## src/rtl/unidade_controle_jogo_if.sv

```systemverilog
// unidade_controle_jogo_if: control/status bundle between the game FSM and its datapath
interface unidade_controle_jogo_if;
  logic       iniciar;
  logic       jogada;
  logic       igual;
  logic       fim;
  logic       zeraC;
  logic       contaC;
  logic       zeraR;
  logic       registraR;
  logic       acertou;
  logic       errou;
  logic       pronto;
  logic       db_timeout;
  logic [3:0] db_estado;
  modport master (
    output iniciar, jogada, igual, fim,
    input  zeraC, contaC, zeraR, registraR, acertou, errou, pronto, db_timeout, db_estado
  );
  modport slave (
    input  iniciar, jogada, igual, fim,
    output zeraC, contaC, zeraR, registraR, acertou, errou, pronto, db_timeout, db_estado
  );
endinterface

```

## src/rtl/unidade_controle_jogo.sv

```systemverilog
// unidade_controle_jogo: Moore FSM sequencing one 16-play memory-game round with per-play timeout
module unidade_controle_jogo #(
  parameter int TIMEOUT = 5000
) (
  input logic                     clock,
  input logic                     reset,
  unidade_controle_jogo_if.slave  bus
);
  localparam int W = (TIMEOUT > 2) ? $clog2(TIMEOUT) : 1;
  localparam logic [W-1:0] LIM = W'(TIMEOUT - 1);
  typedef enum logic [3:0] {
    INICIAL     = 4'h0,
    PREPARACAO  = 4'h1,
    ESPERA      = 4'h2,
    REGISTRA    = 4'h4,
    COMPARACAO  = 4'h5,
    PROXIMO     = 4'h6,
    FIM_ACERTO  = 4'hA,
    FIM_TIMEOUT = 4'hC,
    FIM_ERRO    = 4'hE
  } estado_t;
  estado_t      estado_q, estado_d;
  logic [W-1:0] cnt_q;
  logic         zerac_q, contac_q, zerar_q, registrar_q;
  logic         acertou_q, errou_q, pronto_q, timeout_q;
  // next-state selection; a play beats the timeout in the same cycle
  always_comb begin
    estado_d = INICIAL;
    case (estado_q)
      INICIAL:     estado_d = bus.iniciar ? PREPARACAO : INICIAL;
      PREPARACAO:  estado_d = ESPERA;
      ESPERA:      estado_d = bus.jogada ? REGISTRA : (cnt_q == LIM) ? FIM_TIMEOUT : ESPERA;
      REGISTRA:    estado_d = COMPARACAO;
      COMPARACAO:  estado_d = !bus.igual ? FIM_ERRO : bus.fim ? FIM_ACERTO : PROXIMO;
      PROXIMO:     estado_d = ESPERA;
      FIM_ACERTO:  estado_d = bus.iniciar ? PREPARACAO : FIM_ACERTO;
      FIM_TIMEOUT: estado_d = bus.iniciar ? PREPARACAO : FIM_TIMEOUT;
      FIM_ERRO:    estado_d = bus.iniciar ? PREPARACAO : FIM_ERRO;
      default:     estado_d = INICIAL;
    endcase
  end
  // state, saturating timeout counter and outputs decoded from the next state so they track the state register
  always_ff @(posedge clock or posedge reset) begin
    if (reset) begin
      estado_q    <= INICIAL;
      cnt_q       <= '0;
      zerac_q     <= 1'b0;
      contac_q    <= 1'b0;
      zerar_q     <= 1'b0;
      registrar_q <= 1'b0;
      acertou_q   <= 1'b0;
      errou_q     <= 1'b0;
      pronto_q    <= 1'b0;
      timeout_q   <= 1'b0;
    end else begin
      estado_q    <= estado_d;
      cnt_q       <= (estado_q == PREPARACAO || estado_q == PROXIMO) ? '0 :
                     (estado_q == ESPERA && cnt_q != LIM) ? cnt_q + 1'b1 : cnt_q;
      zerac_q     <= estado_d == PREPARACAO;
      contac_q    <= estado_d == PROXIMO;
      zerar_q     <= estado_d == PREPARACAO;
      registrar_q <= estado_d == REGISTRA;
      acertou_q   <= estado_d == FIM_ACERTO;
      errou_q     <= estado_d == FIM_ERRO || estado_d == FIM_TIMEOUT;
      pronto_q    <= estado_d == FIM_ACERTO || estado_d == FIM_ERRO || estado_d == FIM_TIMEOUT;
      timeout_q   <= estado_d == FIM_TIMEOUT;
    end
  end
  assign bus.zeraC      = zerac_q;
  assign bus.contaC     = contac_q;
  assign bus.zeraR      = zerar_q;
  assign bus.registraR  = registrar_q;
  assign bus.acertou    = acertou_q;
  assign bus.errou      = errou_q;
  assign bus.pronto     = pronto_q;
  assign bus.db_timeout = timeout_q;
  assign bus.db_estado  = estado_q;
endmodule

```

## src/flat_wrapper.sv

```systemverilog
// flat-port wrapper written by rule: the top's interface ports become plain ports
module unidade_controle_jogo_flat 
#(
  parameter int TIMEOUT = 5000
)
  (clock, reset, bus_iniciar, bus_jogada, bus_igual, bus_fim, bus_zeraC, bus_contaC, bus_zeraR, bus_registraR, bus_acertou, bus_errou, bus_pronto, bus_db_timeout, bus_db_estado);
  unidade_controle_jogo_if bus_i ();
  input logic clock;
  input logic reset;
  input wire logic [$bits(bus_i.iniciar)-1:0] bus_iniciar;
  input wire logic [$bits(bus_i.jogada)-1:0] bus_jogada;
  input wire logic [$bits(bus_i.igual)-1:0] bus_igual;
  input wire logic [$bits(bus_i.fim)-1:0] bus_fim;
  output wire logic [$bits(bus_i.zeraC)-1:0] bus_zeraC;
  output wire logic [$bits(bus_i.contaC)-1:0] bus_contaC;
  output wire logic [$bits(bus_i.zeraR)-1:0] bus_zeraR;
  output wire logic [$bits(bus_i.registraR)-1:0] bus_registraR;
  output wire logic [$bits(bus_i.acertou)-1:0] bus_acertou;
  output wire logic [$bits(bus_i.errou)-1:0] bus_errou;
  output wire logic [$bits(bus_i.pronto)-1:0] bus_pronto;
  output wire logic [$bits(bus_i.db_timeout)-1:0] bus_db_timeout;
  output wire logic [$bits(bus_i.db_estado)-1:0] bus_db_estado;
  assign bus_i.iniciar = bus_iniciar;
  assign bus_i.jogada = bus_jogada;
  assign bus_i.igual = bus_igual;
  assign bus_i.fim = bus_fim;
  assign bus_zeraC = bus_i.zeraC;
  assign bus_contaC = bus_i.contaC;
  assign bus_zeraR = bus_i.zeraR;
  assign bus_registraR = bus_i.registraR;
  assign bus_acertou = bus_i.acertou;
  assign bus_errou = bus_i.errou;
  assign bus_pronto = bus_i.pronto;
  assign bus_db_timeout = bus_i.db_timeout;
  assign bus_db_estado = bus_i.db_estado;
  unidade_controle_jogo #(.TIMEOUT(TIMEOUT)) u_core (.clock(clock), .reset(reset), .bus(bus_i));
endmodule
```

## config.mk

```make
export PLATFORM = sky130hd
export DESIGN_NAME = unidade_controle_jogo_flat
export DESIGN_NICKNAME = d
export VERILOG_FILES = /design/src/rtl/unidade_controle_jogo_if.sv /design/src/rtl/unidade_controle_jogo.sv /design/src/flat_wrapper.sv
export SDC_FILE = /design/constraint.sdc
export NUM_CORES = 1
export LEC_CHECK = 0
export CORE_MARGIN = 3
export CORE_UTILIZATION = 56
export CTS_BUF_LIST = sky130_fd_sc_hd__clkbuf_2
export DETAILED_ROUTE_END_ITERATION = 6
export PLACE_DENSITY_LB_ADDON = 0.2
export SLEW_MARGIN = 15
export SYNTH_ARGS = -nofsm -noshare
export SYNTH_HDL_FRONTEND = slang
export SYNTH_SLANG_ARGS = --single-unit
```

## constraint.sdc

```tcl
create_clock -name clock -period 2.65 [get_ports clock]
set_clock_uncertainty 0.1 [all_clocks]
set_input_delay 0.53 -clock clock [delete_from_list [all_inputs] [get_ports clock]]
set_output_delay 0.53 -clock clock [all_outputs]
set_load 0.005 [all_outputs]
```

==> results_tabular.tex <==
\begin{tabular}{lr}
\hline
Metric & Value \\
\hline
\multicolumn{2}{l}{\textbf{Global routing}} \\
\quad Wire length of the first global-routing pass & 4340 um \\
\quad Grt ovf & 0 \\
\quad Pin count of the biggest net entering global routing & 22 \\
\quad Number of global-route vias before repair & 943 \\
\quad GRT Total Usage & 20.8\% \\
\quad Number of antenna violations at the first check in global routing & 0 \\
\multicolumn{2}{l}{\textbf{Detailed routing}} \\
\quad Total detailed-routing wirelength & 2600 um \\
\quad Remaining design rule violation count & 0 \\
\quad Number of search-and-repair iterations in the first detailed-routing pass & 4 \\
\quad Highest Signal Layer & met4 \\
\quad Starting DRT DRC Count & 25 \\
\quad Routed length on met1 & 1250 um \\
\quad Antenna Nets Post-Route & 0 \\
\quad Ratio of routed vias to standard cells & 6.32 \\
\quad Routed via count & 1062 \\
\quad Detailed route wirelength on metal3 & 114 um \\
\quad Detail Route met2 WL & 1210 um \\
\quad Routed length per instance & 15.5 um \\
\multicolumn{2}{l}{\textbf{Synthesis}} \\
\quad Async S/R FF share, synth & 100\% \\
\quad Yosys warns & 0 \\
\quad Number of flops mapped to enable cells by yosys & 0 \\
\quad Flip-flop cell with the highest count after synthesis & sky130\_fd\_sc\_hd\_\_dfrtp\_1 \\
\quad Synth Net Count & 134 \\
\quad Register bit total from synthesis & 24 \\
\quad Leading cell type by number of instances after synthesis & sky130\_fd\_sc\_hd\_\_dfrtp\_1 \\
\quad Synth area leader & sky130\_fd\_sc\_hd\_\_dfrtp\_1 \\
\quad Mapped Area & 1270 um2 \\
\quad Netlist cell types & 43 \\
\quad Area share of the largest cell type after synthesis & 47.4\% \\
\quad List of most frequent post-synthesis cells & sky130\_fd\_sc\_hd\_\_dfrtp\_1 (24), sky130\_fd\_sc\_hd\_\_nand2\_1 (11), sky130\_fd\_sc\_hd\_\_o31ai\_1 (8), sky130\_fd\_sc\_hd\_\_nor2\_1 (6) \\
\quad Leading cell types by total area after synthesis & sky130\_fd\_sc\_hd\_\_dfrtp\_1 (47\%), sky130\_fd\_sc\_hd\_\_o31ai\_1 (4.7\%), sky130\_fd\_sc\_hd\_\_o311ai\_0 (3.5\%) \\
\quad Cell count after synthesis & 127 \\
\quad Mean post-synth cell area & 9.98 um2 \\
\quad Share of the yosys chip area belonging to registers & 47.4\% \\
\multicolumn{2}{l}{\textbf{CTS}} \\
\quad Clk\_lat worst skew & 0.33 ns \\
\quad CTS root buf & sky130\_fd\_sc\_hd\_\_clkbuf\_2 \\
\quad Gates resized, CTS repair & 0 \\
\quad Hold buffer count at cts & 0 \\
\quad Total CTS buffers & 3 \\
\quad Maximum level of the CTS H-tree & 1 \\
\quad Maximum number of buffers from clock root to sink & 2 \\
\quad CTS tree & done \\
\quad Setup bufs post-CTS & 0 \\
\quad Number of sinks on the clock net & 24 \\
\quad CTS clk-pin slew, worst paths & 0.22 ns \\
\multicolumn{2}{l}{\textbf{Finish}} \\
\quad Final-stage net count & 149 \\
\quad Antenna fix cells & 0 \\
\quad Seq. cell area & 601 um2 \\
\quad Proportion of layout cells with a drive suffix above 1 & 7.09\% \\
\quad Number of filler instances in the final layout & 157 \\
\quad Multi-input gate area & 602 um2 \\
\quad Syn-to-layout area delta & 16.6\% \\
\multicolumn{2}{l}{\textbf{Placed design}} \\
\quad Worst slack at placement & 0.250 ns \\
\quad Placed wire-length estimate after detailed placement & 1880 um \\
\quad RePlAce Congestion & 0.868 \\
\quad PortBufs & 17 \\
\multicolumn{2}{l}{\textbf{Worst setup path}} \\
\quad Startpoint of the most critical register-to-register path & u\_core.cnt\_q[0] \\
\quad R2R Path End & u\_core.bus.db\_timeout \\
\quad Largest fanout on the critical path & 16 \\
\quad Setup Crit Path Kind & reg -> reg \\
\quad Worst path max stage delay & 0.57 ns \\
\quad Worst Setup EP & u\_core.bus.db\_timeout \\
\quad Critical Path Start Type & flop \\
\quad Gate family responsible for the most delay along the worst path & simple AND/OR/NAND/NOR gates \\
\quad Worst R2R Setup Slack & 0.43 ns \\
\quad Register-to-Register Path Depth & 5 \\
\quad Worst endpoint data arrival time & 2.36 ns \\
\quad CP Capture Type & flop \\
\quad Critical Path Start & u\_core.cnt\_q[0] \\
\quad Required arrival time at the worst endpoint & 2.79 ns \\
\quad Worst path bufs/invs & 0 \\
\quad Critical path depth & 5 \\
\quad CP max-delay cell & sky130\_fd\_sc\_hd\_\_and4\_1 \\
\quad Chain of cells forming the critical path & ha\_1, and2\_0, and4\_1, nor2\_1, a2111oi\_0 \\
\multicolumn{2}{l}{\textbf{Status}} \\
\quad Run status & finished clean \\
\multicolumn{2}{l}{\textbf{Job}} \\
\quad Reported max-cap violation count & 0 \\
\multicolumn{2}{l}{\textbf{Timing}} \\
\quad Number of pins with negative max-slew slack in the final report & 0 \\
\quad Fmax achieved & 0.450 GHz \\
\quad Crit share post-route & 83.9\% \\
\quad Worst setup margin & 0.426 ns \\
\quad Final critical-path required period & 2.22 ns \\
\quad Actual transition at the worst max-transition pin & 0.647 ns \\
\quad Setup repair after global routing missed its margin & false \\
\quad Setup\_tns & 0 ns \\
\quad Hold violation total from the final report & 0 \\
\quad Rel. slew slack & 55.7\% \\
\quad Setup-failing EPs final & 0 \\
\multicolumn{2}{l}{\textbf{Die}} \\
\quad Initial Util & 62.1\% \\
\quad Number of top-level pins & 18 \\
\quad Vertical die dimension & 53.6 um \\
\quad Horizontal extent of the die & 53.6 um \\
\quad Core footprint & 2040 um2 \\
\quad Die Outline Area & 2870 um2 \\
\quad Std cell rows & 16 \\
\multicolumn{2}{l}{\textbf{Hold path}} \\
\quad Hold WC Path Type & in -> async \\
\multicolumn{2}{l}{\textbf{Pwr}} \\
\quad Power share of the combinational group & 35.9\% \\
\quad Switching power & 390 uW \\
\quad Leakage power of the design & 0.633 nW \\
\quad Net Sw Frac & 34.0\% \\
\quad Proportion of power drawn by the clock network & 20.9\% \\
\quad Internal power & 757 uW \\
\quad Sequential share of power & 43.2\% \\
\quad Pwr dens & 776 nW/um2 \\
\quad Worst ir drop on vdd & 557 uV \\
\hline
\end{tabular}
[power groups by stage]
stage / sequential (mW) / combinational (mW) / clock, mW
5_1_grt: 0.508 / 0.455 / 0.254
2_1_floorplan: 0.484 / 0.287 / 0
3_3_place_gp: 0.494 / 0.398 / 0
3_5_place_dp: 0.500 / 0.410 / 0
4_1_cts: 0.493 / 0.412 / 0.246
6_report: 0.495 / 0.412 / 0.240
[state kept, by name (all words and copies together), names as in the netlist]
register               count
u_core.bus.acertou         1
u_core.bus.contaC          1
u_core.bus.db_estado       4
u_core.bus.db_timeout      1
u_core.bus.errou           1
u_core.bus.pronto          1
u_core.bus.registraR       1
u_core.bus.zeraC           1
u_core.cnt_q              13
[metal layers]
| metal | GRT usage [%] | up-vias |
|---|---|---|
| met3 | 4.16 | 4 |
| met5 | 0 | - |
| li1 | - | 507 |
| met4 | 8.09 | 0 |
| met2 | 31.0 | 30 |
| met1 | 29.7 | 521 |
[cells by family (layout without fill, tap and decap cells)]
family	Yosys count	in the layout	share of synthesized area (%)
fa+ha+maj	1	1	0.987
simple gates	52	52	24.0
buf+inv	13	27	5.13
xor+xnor	2	2	1.38
flops	24	24	47.4
compound gates	33	33	19.5
mux	2	2	1.58
[stage by stage]
stage / power [mW] / area (um2) / utilization (%) / std cells / hold slack [ns]
after floorplan: 0.771 / 1270 / - / 127 / 0.361
after detailed placement: 0.911 / 1430 / 70.2 / 164 / 0.390
after global routing: 1.22 / 1480 / 72.4 / 168 / 0.335
after CTS: 1.15 / 1480 / 72.4 / 168 / 0.319
after global placement: 0.892 / 1430 / 70.2 / 164 / 0.383
final: 1.15 / 1480 / 72.4 / 168 / 0.324
[layout make-up]
type,instances,share of cell area (%)
inverters,5,1.27
multi-input cells,90,40.7
flip-flops and latches,24,40.6
clock buffers,3,1.02
well taps,27,2.29
clock inverters,1,2.03
repair buffers,18,12.0
[worst min-delay path by stage]
| stage | startpoint | end | slack [ns] | cells past startpoint |
|---|---|---|---|---|
| after global routing | reset | u_core.cnt_q[0] | 0.33 | 2 |
| after detailed placement | u_core.cnt_q[9] | u_core.cnt_q[9] | 0.39 | 1 |
| after CTS | reset | u_core.cnt_q[0] | 0.32 | 2 |
| after global placement | u_core.cnt_q[9] | u_core.cnt_q[9] | 0.38 | 1 |
| final | reset | u_core.cnt_q[7] | 0.32 | 2 |
| after floorplan | u_core.cnt_q[9] | u_core.cnt_q[9] | 0.36 | 1 |
[cell usage in the layout, fill, tap and decap left out, drive strengths merged, types with 2 or more instances in the layout]
cell type,synthesis,final
a2111oi,2,2
o31ai,8,8
o311ai,5,5
or4,3,3
nand4,2,2
o21ai,3,3
clkbuf,4,3
a21oi,5,5
inv,5,5
or3b,2,2
nor4,2,2
nand2b,5,5
clkdlybuf4s50,0,17
dfrtp,24,24
nor2,6,6
nor3,2,2
xnor2,2,2
and3,3,3
o211ai,2,2
a21o,2,2
nand3,3,3
and2,2,2
mux2i,2,2
nor2b,3,3
nand2,11,11
(Power assumes the default switching activity.)
